### config.mk
export PLATFORM = sky130hd
export DESIGN_NAME = ctrl_pipe_chain
export DESIGN_NICKNAME = d
export VERILOG_FILES = /design/src/rtl/ctrl_pipe_pkg.sv /design/src/rtl/ctrl_pipe_chain_load_use_detect.sv /design/src/rtl/ctrl_pipe_chain.sv
export SDC_FILE = /design/constraint.sdc
export NUM_CORES = 1
export LEC_CHECK = 0
export CORE_MARGIN = 4
export CORE_UTILIZATION = 51
export DETAILED_ROUTE_END_ITERATION = 12
export GPL_TIMING_DRIVEN = 0
export HOLD_SLACK_MARGIN = 0.1
export PLACE_DENSITY = 0.95
export REMOVE_ABC_BUFFERS = 1
export SYNTH_ARGS = -nofsm -noshare
export SYNTH_HDL_FRONTEND = slang
export SYNTH_SLANG_ARGS = --single-unit
### constraint.sdc
create_clock -name clk -period 4.2 [get_ports clk]
set_input_delay 0.84 -clock clk [delete_from_list [all_inputs] [get_ports clk]]
set_output_delay 0.84 -clock clk [all_outputs]
set_load 0.005 [all_outputs]
### src/rtl/ctrl_pipe_pkg.sv
// Shared types for the control-signal pipeline: one stage register and its bubble value.
package ctrl_pipe_pkg;

    localparam int CTRL_BUNDLE_W = 10;
    localparam int DST_W         = 5;

    // Bundle widths are fixed here; the top-level CTRL_W/REG_ADDR_W must match them.
    typedef struct packed {
        logic                     valid;
        logic [CTRL_BUNDLE_W-1:0] ctrl;
        logic                     reg_write;
        logic                     is_load;
        logic [DST_W-1:0]         dst;
    } stage_t;

    function automatic stage_t bubble();
        return '0;
    endfunction

endpackage

### src/rtl/ctrl_pipe_chain_load_use_detect.sv
// Load-use hazard detector: a valid load in any checked stage whose non-zero destination
// matches a decode source register stalls decode.
module load_use_detect
    import ctrl_pipe_pkg::*;
#(
    parameter int DEPTH = 1
) (
    input  logic [DEPTH-1:0]       chk_valid,
    input  logic [DEPTH-1:0]       chk_is_load,
    input  logic [DEPTH-1:0]       chk_reg_write,
    input  logic [DEPTH*DST_W-1:0] chk_dst,
    input  logic                   dec_valid,
    input  logic [DST_W-1:0]       dec_src_a,
    input  logic [DST_W-1:0]       dec_src_b,
    output logic                   load_use_stall
);

    logic hit;

    always_comb begin
        hit = 1'b0;
        for (int k = 0; k < DEPTH; k++) begin
            if (chk_valid[k] && chk_is_load[k] && chk_reg_write[k] &&
                (chk_dst[k*DST_W +: DST_W] != '0) &&
                ((chk_dst[k*DST_W +: DST_W] == dec_src_a) ||
                 (chk_dst[k*DST_W +: DST_W] == dec_src_b))) begin
                hit = 1'b1;
            end
        end
        load_use_stall = dec_valid & hit;
    end

endmodule

### src/rtl/ctrl_pipe_chain.sv
// Control-bundle pipeline from decode through NUM_STAGES registers with per-stage flush,
// global freeze, load-use stall and in-flight/retire counters.
module ctrl_pipe_chain
    import ctrl_pipe_pkg::*;
#(
    parameter int NUM_STAGES     = 3,
    parameter int CTRL_W         = CTRL_BUNDLE_W,
    parameter int REG_ADDR_W     = DST_W,
    parameter int LOAD_USE_DEPTH = 1,
    parameter int RETIRE_W       = 32,
    localparam int CNT_W         = $clog2(NUM_STAGES + 1)
) (
    input  logic                             clk,
    input  logic                             reset,
    input  logic                             dec_valid,
    input  logic [CTRL_W-1:0]                dec_ctrl,
    input  logic                             dec_reg_write,
    input  logic                             dec_is_load,
    input  logic [REG_ADDR_W-1:0]            dec_dst,
    input  logic [REG_ADDR_W-1:0]            dec_src_a,
    input  logic [REG_ADDR_W-1:0]            dec_src_b,
    input  logic                             ext_stall,
    input  logic [NUM_STAGES-1:0]            flush_vec,
    output logic [NUM_STAGES-1:0]            stage_valid,
    output logic [NUM_STAGES*CTRL_W-1:0]     stage_ctrl,
    output logic [NUM_STAGES-1:0]            stage_reg_write,
    output logic [NUM_STAGES*REG_ADDR_W-1:0] stage_dst,
    output logic                             load_use_stall,
    output logic                             stall_decode,
    output logic [CNT_W-1:0]                 in_flight,
    output logic [RETIRE_W-1:0]              retire_count
);

    stage_t                      stage_q [NUM_STAGES];
    stage_t                      stage_d [NUM_STAGES];
    logic [NUM_STAGES-1:0]       next_valid;
    logic [LOAD_USE_DEPTH-1:0]       chk_valid;
    logic [LOAD_USE_DEPTH-1:0]       chk_is_load;
    logic [LOAD_USE_DEPTH-1:0]       chk_reg_write;
    logic [LOAD_USE_DEPTH*DST_W-1:0] chk_dst;

    function automatic logic [CNT_W-1:0] popcount(input logic [NUM_STAGES-1:0] v);
        logic [CNT_W-1:0] c;
        c = '0;
        for (int k = 0; k < NUM_STAGES; k++) c = c + CNT_W'(v[k]);
        return c;
    endfunction

    for (genvar k = 0; k < LOAD_USE_DEPTH; k++) begin : g_chk
        assign chk_valid[k]                = stage_q[k].valid;
        assign chk_is_load[k]              = stage_q[k].is_load;
        assign chk_reg_write[k]            = stage_q[k].reg_write;
        assign chk_dst[k*DST_W +: DST_W]   = stage_q[k].dst;
    end

    load_use_detect #(
        .DEPTH(LOAD_USE_DEPTH)
    ) u_load_use_detect (
        .chk_valid     (chk_valid),
        .chk_is_load   (chk_is_load),
        .chk_reg_write (chk_reg_write),
        .chk_dst       (chk_dst),
        .dec_valid     (dec_valid),
        .dec_src_a     (dec_src_a),
        .dec_src_b     (dec_src_b),
        .load_use_stall(load_use_stall)
    );

    assign stall_decode = load_use_stall | ext_stall;

    // Freeze dominates; then flush; then the load-use bubble into stage 0; then normal flow.
    always_comb begin
        for (int k = 0; k < NUM_STAGES; k++) stage_d[k] = stage_q[k];
        if (!ext_stall) begin
            if (flush_vec[0] || load_use_stall || !dec_valid) begin
                stage_d[0] = bubble();
            end else begin
                stage_d[0] = '{valid: 1'b1, ctrl: dec_ctrl, reg_write: dec_reg_write,
                               is_load: dec_is_load, dst: dec_dst};
            end
            for (int k = 1; k < NUM_STAGES; k++) begin
                stage_d[k] = flush_vec[k] ? bubble() : stage_q[k-1];
            end
        end
        for (int k = 0; k < NUM_STAGES; k++) next_valid[k] = stage_d[k].valid;
    end

    always_ff @(posedge clk or negedge reset) begin
        if (!reset) begin
            for (int k = 0; k < NUM_STAGES; k++) stage_q[k] <= bubble();
            in_flight    <= '0;
            retire_count <= '0;
        end else begin
            for (int k = 0; k < NUM_STAGES; k++) stage_q[k] <= stage_d[k];
            in_flight <= popcount(next_valid);
            if (!ext_stall && stage_q[NUM_STAGES-1].valid) begin
                retire_count <= retire_count + RETIRE_W'(1);
            end
        end
    end

    for (genvar k = 0; k < NUM_STAGES; k++) begin : g_out
        assign stage_valid[k]                          = stage_q[k].valid;
        assign stage_ctrl[k*CTRL_W +: CTRL_W]          = stage_q[k].ctrl;
        assign stage_reg_write[k]                      = stage_q[k].valid & stage_q[k].reg_write;
        assign stage_dst[k*REG_ADDR_W +: REG_ADDR_W]   = stage_q[k].dst;
    end

endmodule
* Word-level counts from Yosys, hierarchy flattened *
Cells that the tools add are included.

word-level totals
  flip-flop bits (word level) = 88
  output and inout bits = 87
  input bits = 34

cells by class
  equality and inequality tests = 2
  bitwise operators = 5
  $add $sub $neg = 3
  mux-type cells = 5
  reduce and logical (&&, ||, !) cells = 11

operators by type and width
  kind                                            count
  2-to-1 mux 18 bit                               3
  2-to-1 mux 54 bit                               1
  adder 32 x 1 -> 32 bit (second input constant)  1
  equality test 5 bit                             2
  logical AND 1 bit                               5
  nonzero test 5 bit                              1
  bitwise AND 1 bit                               4
  logical OR 1 bit                                3
  adder 1 x 1 -> 2 bit                            1
  adder 2 x 1 -> 2 bit                            1
  logical NOT 1 bit                               2
  2-to-1 mux 1 bit                                1
  OR 1 bit                                        1

* Depth between registers and ports, before layout *
  word-level depth = 12
  gate-level depth with buffers = 7

* Cells and area by module *
Synthesis repeated with hierarchy kept, for this count alone.

unflattened totals
  cells, all modules = 321
  area, all modules = 3928.8 sq um

modules (own cells, without submodules)
  module           instances  sequential area each (sq um)  cells an instance  area each (sq um)
  ctrl_pipe_chain  1          2152.1                        303                3791.1
  load_use_detect  1          0.0                           18                 137.6

* Worst setup path before layout *
OpenSTA, ideal clock, no wires.

  kind = input-to-output
  start = input ext_stall
  end = output stall_decode
  cell stages on the path = 4
  buffers on the path = 3
  path slack = 1825 ps
  arrival time = 1535 ps
  required time = 3360 ps
  cells stage by stage = buf_2 -> buf_6 -> clkbuf_1 -> o21bai_1

between the ends
  cells in the longest elaborated chain, start to end = 1

RTL lines
  element          line                   source
  start, declared  ctrl_pipe_chain.sv:22  input logic ext_stall,
  OR 1 bit         ctrl_pipe_chain.sv:69  assign stall_decode = load_use_stall | ext_stall;
  end, declared    ctrl_pipe_chain.sv:29  output logic stall_decode,

Every way passes these cells.

* Worst setup path after layout *
  start = register chk_dst[0] (netlist name)
  end = output stall_decode

between the ends
  cells in the longest elaborated chain, start to end = 6

RTL lines
  element                                                line                                                                          source
  equality test 5 bit (tied with other cells)            ctrl_pipe_chain_load_use_detect.sv:25                                         ((chk_dst[k*DST_W +: DST_W] == dec_src_a) ||
  logical OR 1 bit or logical AND 1 bit (tied branches)  ctrl_pipe_chain_load_use_detect.sv:25, ctrl_pipe_chain_load_use_detect.sv:23
  logical AND 1 bit *                                    ctrl_pipe_chain_load_use_detect.sv:24                                         (chk_dst[k*DST_W +: DST_W] != '0) &&
  2-to-1 mux 1 bit *                                     ctrl_pipe_chain_load_use_detect.sv:23                                         if (chk_valid[k] && chk_is_load[k] && chk_reg_write[k] &&
  bitwise AND 1 bit *                                    ctrl_pipe_chain_load_use_detect.sv:30                                         load_use_stall = dec_valid & hit;
  OR 1 bit *                                             ctrl_pipe_chain.sv:69

Mark *: on every way between the ends. The rest lies on a longest branch, timed or not.

==> reports/metrics.yaml <==
outcome:
  status: "completed"
logic_synthesis:
  synth_top_cells_by_area: "dfrtp_1, buf_4, xnor2_1"
  ys_warn_count: 0
  synth-edff-count: 0
  ys_types: 42
  ys_ff_latch: 86
  async_reset_ff_frac: 1.00
  synth_top_area_share: 0.513
  seq_area_frac_synth: 0.513
  syn_inst: 373
  synth_ff_type: "dfrtp_1"
  synth_area_um2: 4190
  post_synth.cell_area_avg_um2: 11.2
  synth_top_cell_by_area: "dfrtp_1"
final_layout:
  multi_input_area_um2: 1580
  layoutNonFillerInstCount: 549
  antenna_cells: 0
  area_growth_pct: 28.1
  seq_area_um2: 2150
  finish.net_count: 478
  final_common_cell: "clkdlybuf4s50_1"
  layout_common_cells: "clkdlybuf4s50_1, dfrtp_1, xnor2_1"
  drive_above_1_share: 0.0694
  fill_cells: 588
  final_util: 0.684
placed_design:
  dp_cells: 533
  gp_congestion: 0.820
  hpwl_um: 7060
  port-buffer-count: 120
timing:
  fin_crit_sh: 0.871
  finalSetupViolations: 0
  drv_slew: 0
  layout_min_cycle_time_ns: 3.66
  fmax_mhz: 273
  tightestPinTransition_ns: 1.21
  rsz0062_at_grt: "no"
  fin_skew_ns: 0.00922
  hold_viol: 0
  relSlewSlack: 0.192
grt:
  grt.overflow.total: 0
  grt_pass1_wl_um: 15900
  grtUsageTotal: 0.202
  grt_start_max_net_pins: 65
  antenna_found_initial: 0
  grt_pass1_vias: 3179
clock_network:
  post_cts_buffers: 0
  h-tree-depth: 3
  clk_path_buf_depth: 2
  cts_buffers: 9
  clock_latency_ns: 0.34
  clkTransAtPathRegs_ns: 0.08
  cts_root_buf: "clkbuf_8"
  cts.sinks: 86
  postCtsResizedCells: 0
  hold_buffers: 0
  tritoncts: "yes"
worst_setup_path:
  crit_fanout: 20
  worstSetupStartpointType: "register"
  worst-setup-path-type: "reg -> out"
  end_kind: "output pin"
  crit_required_ns: 3.36
  reg2regPathDepth: 6
  arrival_ns: 2.82
floorplan:
  die_width_um: 98.7
  design.portCount: 121
  rows: 32
  start_util: 0.534
  fp.dieH_um: 98.7
  dieArea_um2: 9740
  core_um2: 7850
route:
  routed-via-count: 3107
  wl_um: 9640
  vias_per_cell: 5.66
  drcViolationCount: 0
  first_pass_iters: 4
  drtIter0Drc: 96
  drtAntennaViolNets: 0
  wl_per_cell_um: 17.6
run:
  max_cap_viol_count: 0
power_and_ir_drop:
  leakage_nw: 2.28
  ir_drop_uv: 253
  p_per_area_nw_per_um2: 347
worst_hold_path:
  hp-class: "in -> async"
-- kinds of logic (layout without fill, tap and decap cells) --
logic type,Yosys count,count (layout),synth area share
AOI/OAI and AO/OA,74,74,0.140
xor gates and xnor gates,41,41,0.0856
adders and majority gates,2,2,0.00776
buffers and inverters,71,145,0.111
DFF,86,86,0.513
muxes,2,2,0.00507
and+or+nand+nor,97,97,0.138
-- report_power, final --
| part | internal [mW] | leakage (nW) | total [mW] | switching [mW] |
|---|---|---|---|---|
| logic | 0.165 | 0.986 | 0.275 | 0.109 |
| clock network | 0.384 | 0.120 | 0.661 | 0.277 |
| registers | 0.878 | 1.17 | 0.930 | 0.0523 |
| total | 1.43 | 2.28 | 1.87 | 0.439 |
-- Yosys cell counts (2+ instances only) --
library cell / instances
nand2_1: 33
xnor2_1: 38
o21ai_1: 17
nor3_1: 4
and3_1: 2
o21a_1: 2
nor4_1: 2
and2_1: 3
inv_1: 6
nand3_1: 10
clkbuf_1: 11
nand4b_1: 2
nor2_1: 9
a22o_1: 32
buf_4: 50
buf_2: 3
nand4_1: 14
nand3b_1: 2
nor4_4: 3
xor2_1: 3
nand2b_1: 4
nor2b_1: 2
dfrtp_1: 86
a32oi_1: 17
-- through the flow --
| step | setup slack [ns] | setup TNS, ns | instance area, um^2 | hold slack, ns | total power [mW] |
|---|---|---|---|---|---|
| 6_report | 0.544 | 0 | 5370 | 0.389 | 1.87 |
| 5_1_grt | 0.385 | 0 | 5370 | 0.394 | 1.94 |
| 4_1_cts | 0.544 | 0 | 5370 | 0.381 | 1.89 |
| 3_5_place_dp | 0.652 | 0 | 5140 | 0.481 | 1.22 |
| 3_3_place_gp | -0.708 | -66.99 | 5080 | 0.460 | 1.21 |
| 2_1_floorplan | 1.67 | 0 | 3750 | 0.468 | 1.03 |
-- critical path, stage by stage, from the launching register on --
cell	delay, ns
dfrtp_1	0.48
or4_1	0.59
o2111ai_2	0.81
o21bai_1	0.11
clkdlybuf4s50_1	0.48
-- final timing paths --
| path | startpoint | to | slack, ns |
|---|---|---|---|
| max in group asynchronous | reset | stage_dst[13] | 3.20 |
| min reg2reg | retire_count[31] | retire_count[31] | 0.48 |
| max reg2reg | chk_dst[0] | in_flight[0] | 1.41 |
| min in group clk | retire_count[31] | retire_count[31] | 0.48 |
| max | chk_dst[0] | stall_decode | 0.54 |
| min | reset | retire_count[9] | 0.39 |
-- cell type report --
type | instances | area share
flip-flops and latches | 86 | 0.401
multi-input cells | 216 | 0.294
repair buffers | 123 | 0.234
clock buffers | 13 | 0.0314
well taps | 102 | 0.0238
clock inverters | 3 | 0.0121
inverters | 6 | 0.00419
-- state kept, by name, indices dropped and copies added (netlist names) --
name	flops
chk_dst	5
chk_valid	1
chk_is_load	1
stage_ctrl	30
stage_valid	2
stage_q	2
stage_dst	10
retire_count	32
chk_reg_write	1
in_flight	2
-- layer usage --
layer  part of all wire  track usage  vias up
met5                  0            0        -
met4              0.019       0.0746        0
met3              0.070       0.0545       16
met2               0.51        0.345      117
met1               0.41        0.246     1545
li1                   -            -     1429
No activity file was read; power rests on OpenSTA's default activity.
